==> src/rtl/noc_pkg.sv <==
// Shared NoC definitions: flit type codes and default datapath widths.
package noc_pkg;

  localparam logic [1:0] TYPE_NONE = 2'b00;
  localparam logic [1:0] TYPE_HEAD = 2'b01;
  localparam logic [1:0] TYPE_DATA = 2'b10;
  localparam logic [1:0] TYPE_TAIL = 2'b11;

  localparam int DATA_W = 66;
  localparam int VCH_W  = 2;
  localparam int SEL_W  = 5;
  localparam int CNT_W  = 32;

endpackage

==> src/rtl/sat_counter.sv <==
// Saturating event counter: +1 per cycle with i_inc, sticks at all-ones.
// Latency 1 cycle; no backpressure (pure sink).
module sat_counter
  import noc_pkg::*;
(
  input  logic             clk,
  input  logic             rst,
  input  logic             i_inc,
  output logic [CNT_W-1:0] o_cnt
);

  logic [CNT_W-1:0] r_cnt;

  always_ff @(posedge clk or posedge rst) begin
    if (rst) begin
      r_cnt <= '0;
    end else if (i_inc && (r_cnt != '1)) begin
      r_cnt <= r_cnt + 1'b1;
    end
  end

  assign o_cnt = r_cnt;

endmodule

==> src/rtl/flit_mux.sv <==
// Two-port flit mux, one-hot select with port 0 priority, 1-cycle registered output.
// No backpressure; optional forwarded-flit counter under MUX_FLIT_CNT_EN.
module flit_mux
  import noc_pkg::*;
#(
  parameter int DATA_W = noc_pkg::DATA_W,
  parameter int VCH_W  = noc_pkg::VCH_W,
  parameter int SEL_W  = noc_pkg::SEL_W
) (
  input  logic              clk,
  input  logic              rst,
  input  logic [DATA_W-1:0] idata_0,
  input  logic              ivalid_0,
  input  logic [VCH_W-1:0]  ivch_0,
  input  logic [DATA_W-1:0] idata_1,
  input  logic              ivalid_1,
  input  logic [VCH_W-1:0]  ivch_1,
  input  logic [SEL_W-1:0]  sel,
  output logic [DATA_W-1:0] odata,
  output logic              ovalid,
  output logic [VCH_W-1:0]  ovch
`ifdef MUX_FLIT_CNT_EN
  ,
  output logic [31:0]       flit_cnt
`endif
);

  logic              w_sel0;
  logic              w_sel1;
  logic              w_load;
  logic [DATA_W-1:0] w_data;
  logic [VCH_W-1:0]  w_vch;
  logic              w_unused_sel;

  logic [DATA_W-1:0] r_data;
  logic              r_valid;
  logic [VCH_W-1:0]  r_vch;

  assign w_sel0       = sel[0];
  assign w_sel1       = ~sel[0] & sel[1];
  assign w_unused_sel = ^sel[SEL_W-1:2];

  assign w_load = (w_sel0 & ivalid_0) | (w_sel1 & ivalid_1);
  assign w_data = w_sel0 ? idata_0 : idata_1;
  assign w_vch  = w_sel0 ? ivch_0  : ivch_1;

  // Data/VC only load with a valid flit so idle cycles do not toggle the link.
  always_ff @(posedge clk or posedge rst) begin
    if (rst) begin
      r_data  <= '0;
      r_valid <= 1'b0;
      r_vch   <= '0;
    end else begin
      r_valid <= w_load;
      if (w_load) begin
        r_data <= w_data;
        r_vch  <= w_vch;
      end
    end
  end

  assign odata  = r_data;
  assign ovalid = r_valid;
  assign ovch   = r_vch;

`ifdef MUX_FLIT_CNT_EN
  sat_counter u_cnt (
    .clk   (clk),
    .rst   (rst),
    .i_inc (w_load),
    .o_cnt (flit_cnt)
  );
`endif

endmodule

==> config.mk <==
export PLATFORM = sky130hd
export DESIGN_NAME = flit_mux
export DESIGN_NICKNAME = d
export VERILOG_FILES = /design/src/rtl/noc_pkg.sv /design/src/rtl/sat_counter.sv /design/src/rtl/flit_mux.sv
export SDC_FILE = /design/constraint.sdc
export NUM_CORES = 1
export LEC_CHECK = 0
export BUFFER_PORTS_ARGS = -buffer_cell sky130_fd_sc_hd__buf_2
export CAP_MARGIN = 20
export CORE_MARGIN = 2
export CORE_UTILIZATION = 45
export CTS_CLUSTER_SIZE = 24
export DETAILED_ROUTE_END_ITERATION = 10
export HOLD_SLACK_MARGIN = 0.12
export PLACE_DENSITY = 0.83
export RECOVER_POWER = 25
export SLEW_MARGIN = 30
export SYNTH_ARGS = -nofsm -noshare
export SYNTH_HDL_FRONTEND = slang
export SYNTH_SLANG_ARGS = --single-unit
==> constraint.sdc <==
create_clock -name clk -period 4.5 [get_ports clk]
set_input_delay 1.125 -clock clk [delete_from_list [all_inputs] [get_ports clk]]
set_output_delay 1.125 -clock clk [all_outputs]
set_load 0.03 [all_outputs]
==> results.sh <==
export IMPL_maxSlewViolCount=44
export IMPL_port_buffers=210
export IMPL_finalWirelength_um=10000
export IMPL_dr_pass1_iters=4
export IMPL_die_area_mm2=0.00857
export IMPL_fin_skew_ns=0
export IMPL_root_buffer="clkbuf_8"
export IMPL_avgViaCountPerCell=5.33
export IMPL_die_w_um=92.6
export IMPL_cp_max_fo=36
export IMPL_syn2layout_area_growth_pct=35.6
export IMPL_fmax_mhz=394
export IMPL_nets=681
export IMPL_gp_congestion=0.825
export IMPL_drv_cap=1
export IMPL_p_switching_w=0.000647
export IMPL_syn_inst=344
export IMPL_violations="capacitance limit, slew limit"
export IMPL_yosysWarnings=0
export IMPL_peakVddDrop_uv=224
export IMPL_pin_count=214
export IMPL_holdPathStages=2
export IMPL_rsz0062_at_grt="no"
export IMPL_netlist_area_mm2=0.00353
export IMPL_crit_required_ns=4.75
export IMPL_synth_area_leader_cell="dfrtp_1"
export IMPL_die_y_um=92.6
export IMPL_finalSetupViolations=0
export IMPL_finalHoldViolCount=0
export IMPL_rr_worst_depth=2
export IMPL_cts_resized=0
export IMPL_syn_avg_cell_area_um2=10.3
export IMPL_seq_area_mm2=0.00173
export IMPL_track_usage=0.233
export IMPL_start_util=0.462
export IMPL_antenna_cells=0
export IMPL_multi_input_area_mm2=0.00150
export IMPL_fillers=646
export IMPL_netlist_area_leader_share=0.489
export IMPL_switching_share=0.351
export IMPL_ant_nets=0
export IMPL_avgRoutedWirePerCell_um=15.6
export IMPL_path_clk_slew_ns=0.07
export IMPL_cp_arrival_ns=2.79
export IMPL_cts_buffers=9
export IMPL_grt_max_degree=53
export IMPL_period_needed_ns=2.54
export IMPL_outcome="finished, violations left"
export IMPL_synth_nets=489
export IMPL_cts_setup_buffers=0
export IMPL_grt_pass1_wl_um=15800
export IMPL_drt_iter0_markers=124
export IMPL_endpoint_kind="register"
export IMPL_hold_class="reg2reg"
export IMPL_seq_area_frac_synth=0.489
export IMPL_cts_htree_levels=3
export IMPL_setup_tns_ns=0
export IMPL_timing_rr_start="odata[3]$_DFFE_PP0P_"
export IMPL_synth_distinct_cells=17
export IMPL_power_frac_comb=0.296
export IMPL_pwr_density_cell_mw_per_mm2=385
export IMPL_placementRows=32
export IMPL_ys_top_cells_by_area="dfrtp_1 49%, mux2i_1 9.4%, a21oi_2 7.2%, a211oi_1 7.0%, o22ai_1 6.2%"
export IMPL_tightest_slew_ns=1.89
export IMPL_drive_gt1_frac=0.488
export IMPL_final_core_utilization=0.626
export IMPL_ctsHoldBuffers=0
export IMPL_worstSetupStartpointType="primary input"
export IMPL_p_int_w=0.00120
export IMPL_finalCritPeriodShare=0.564
export IMPL_core_area_mm2=0.00765
export IMPL_num_vias=3428
export IMPL_startpoint="sel[1]"
export IMPL_grt_overflow_total=0
export IMPL_clock_sinks=69
export IMPL_dpl_hpwl_um=6980
export IMPL_worstSkewPairLatency_ns=0.32
export IMPL_leakagePower_nw=2.54
export IMPL_p_seq_frac=0.412
export IMPL_drc=0
export IMPL_crit_type="in2reg"
export IMPL_synth_seq_cells=69
export IMPL_cts_tree="yes"
export IMPL_slew_headroom=-0.269
export IMPL_pwr_share_clk=0.291
export IMPL_grt_pass1_vias=3465
export IMPL_worstHoldStart="odata[53]$_DFFE_PP0P_"
export IMPL_grt_antenna_before_repair=0
export IMPL_ctsLongestPathBuffers=2
[layout by cell type (no fill, tap or decap)]
master      Yosys  layout
a21oi_1        39      39
inv_6           0       1
and3_1         33      33
buf_4           1       3
inv_2           1       1
bufinv_16       0       1
a21oi_2        29      29
a211oi_1       33      33
inv_1          36      35
dfrtp_1        69      69
buf_2          13     210
clkinvlp_2      0       1
clkbuf_8        0      12
nand2_2         0       1
clkinvlp_4      0       2
nand3b_4        1       1
mux2i_1        33      33
nand2_4         1       1
and2_4          0       1
o22ai_1        35      35
[kinds of logic (layout without fill, tap and decap cells)]
| kind of cell | count (synthesis) | after routing | synth area share |
|---|---|---|---|
| AOI/OAI and AO/OA | 136 | 136 | 0.259 |
| DFF | 69 | 69 | 0.489 |
| buffers and inverters | 69 | 266 | 0.0876 |
| and+or+nand+nor | 37 | 37 | 0.0702 |
| muxes | 33 | 33 | 0.0936 |
[stage by stage]
step | instances | total power, W | cell area, µm² | hold WS [ns] | setup WS [ns]
4_1_cts | 643 | 0.00186 | 4780 | 0.518 | 1.98
3_3_place_gp | 627 | 0.00130 | 4560 | 0.500 | 1.34
2_1_floorplan | 344 | 0.00113 | 3530 | 0.651 | 1.64
6_report | 643 | 0.00184 | 4790 | 0.513 | 1.96
5_1_grt | 643 | 0.00193 | 4790 | 0.544 | 1.80
3_5_place_dp | 627 | 0.00132 | 4570 | 0.505 | 1.63
[power groups by stage]
stage / logic, W / clock network, W / registers (W)
finish: 0.000546 / 0.000536 / 0.000760
global route: 0.000587 / 0.000575 / 0.000772
detailed placement: 0.000550 / 0 / 0.000769
CTS: 0.000549 / 0.000552 / 0.000759
floorplan: 0.000190 / 0 / 0.000938
global placement: 0.000536 / 0 / 0.000765
[path summary, 6_finish.rpt]
| check | to | slack [ns] |
|---|---|---|
| hold reg to reg | odata[53]$_DFFE_PP0P_ | 0.51 |
| setup reg to reg | odata[3]$_DFFE_PP0P_ | 3.62 |
| hold / removal | odata[53]$_DFFE_PP0P_ | 0.51 |
| setup / recovery | odata[54]$_DFFE_PP0P_ | 1.96 |
| min in group asynchronous | odata[51]$_DFFE_PP0P_ | 1.26 |
| max in group asynchronous | odata[32]$_DFFE_PP0P_ | 2.16 |
[layer usage]
| layer | up-vias | global-route usage | wire length [µm] |
|---|---|---|---|
| met5 | - | 0 | 0 |
| li1 | 1634 | - | - |
| met3 | 18 | 0.0399 | 710 |
| met2 | 169 | 0.405 | 4820 |
| met4 | 0 | 0.109 | 242 |
| met1 | 1607 | 0.281 | 4230 |
[state kept, by name, summed over array words and instances (netlist names)]
signal,flops
odata,66
ovalid,1
ovch,2
[final cells by class]
type                    instances  share of cell area
clock buffers                  12              0.0345
clock inverters                 4              0.0112
inverters                      37              0.0293
multi-input cells             206               0.313
flip-flops and latches         69               0.361
well taps                     102              0.0267
repair buffers                213               0.224
[Yosys cell counts (all sizes together)]
cell type	instances
dfrtp	69
a21oi	68
inv	37
o22ai	35
a211oi	33
and3	33
mux2i	33
buf	18
clkbuf	14
nand2	2
and2	1
nand3b	1
[worst max-delay path: stages]
cell	delay, ns
buf_2	0.47
nand3b_4	0.46
and2_4	0.48
a21oi_1	0.21
(Power assumes the default switching activity.)
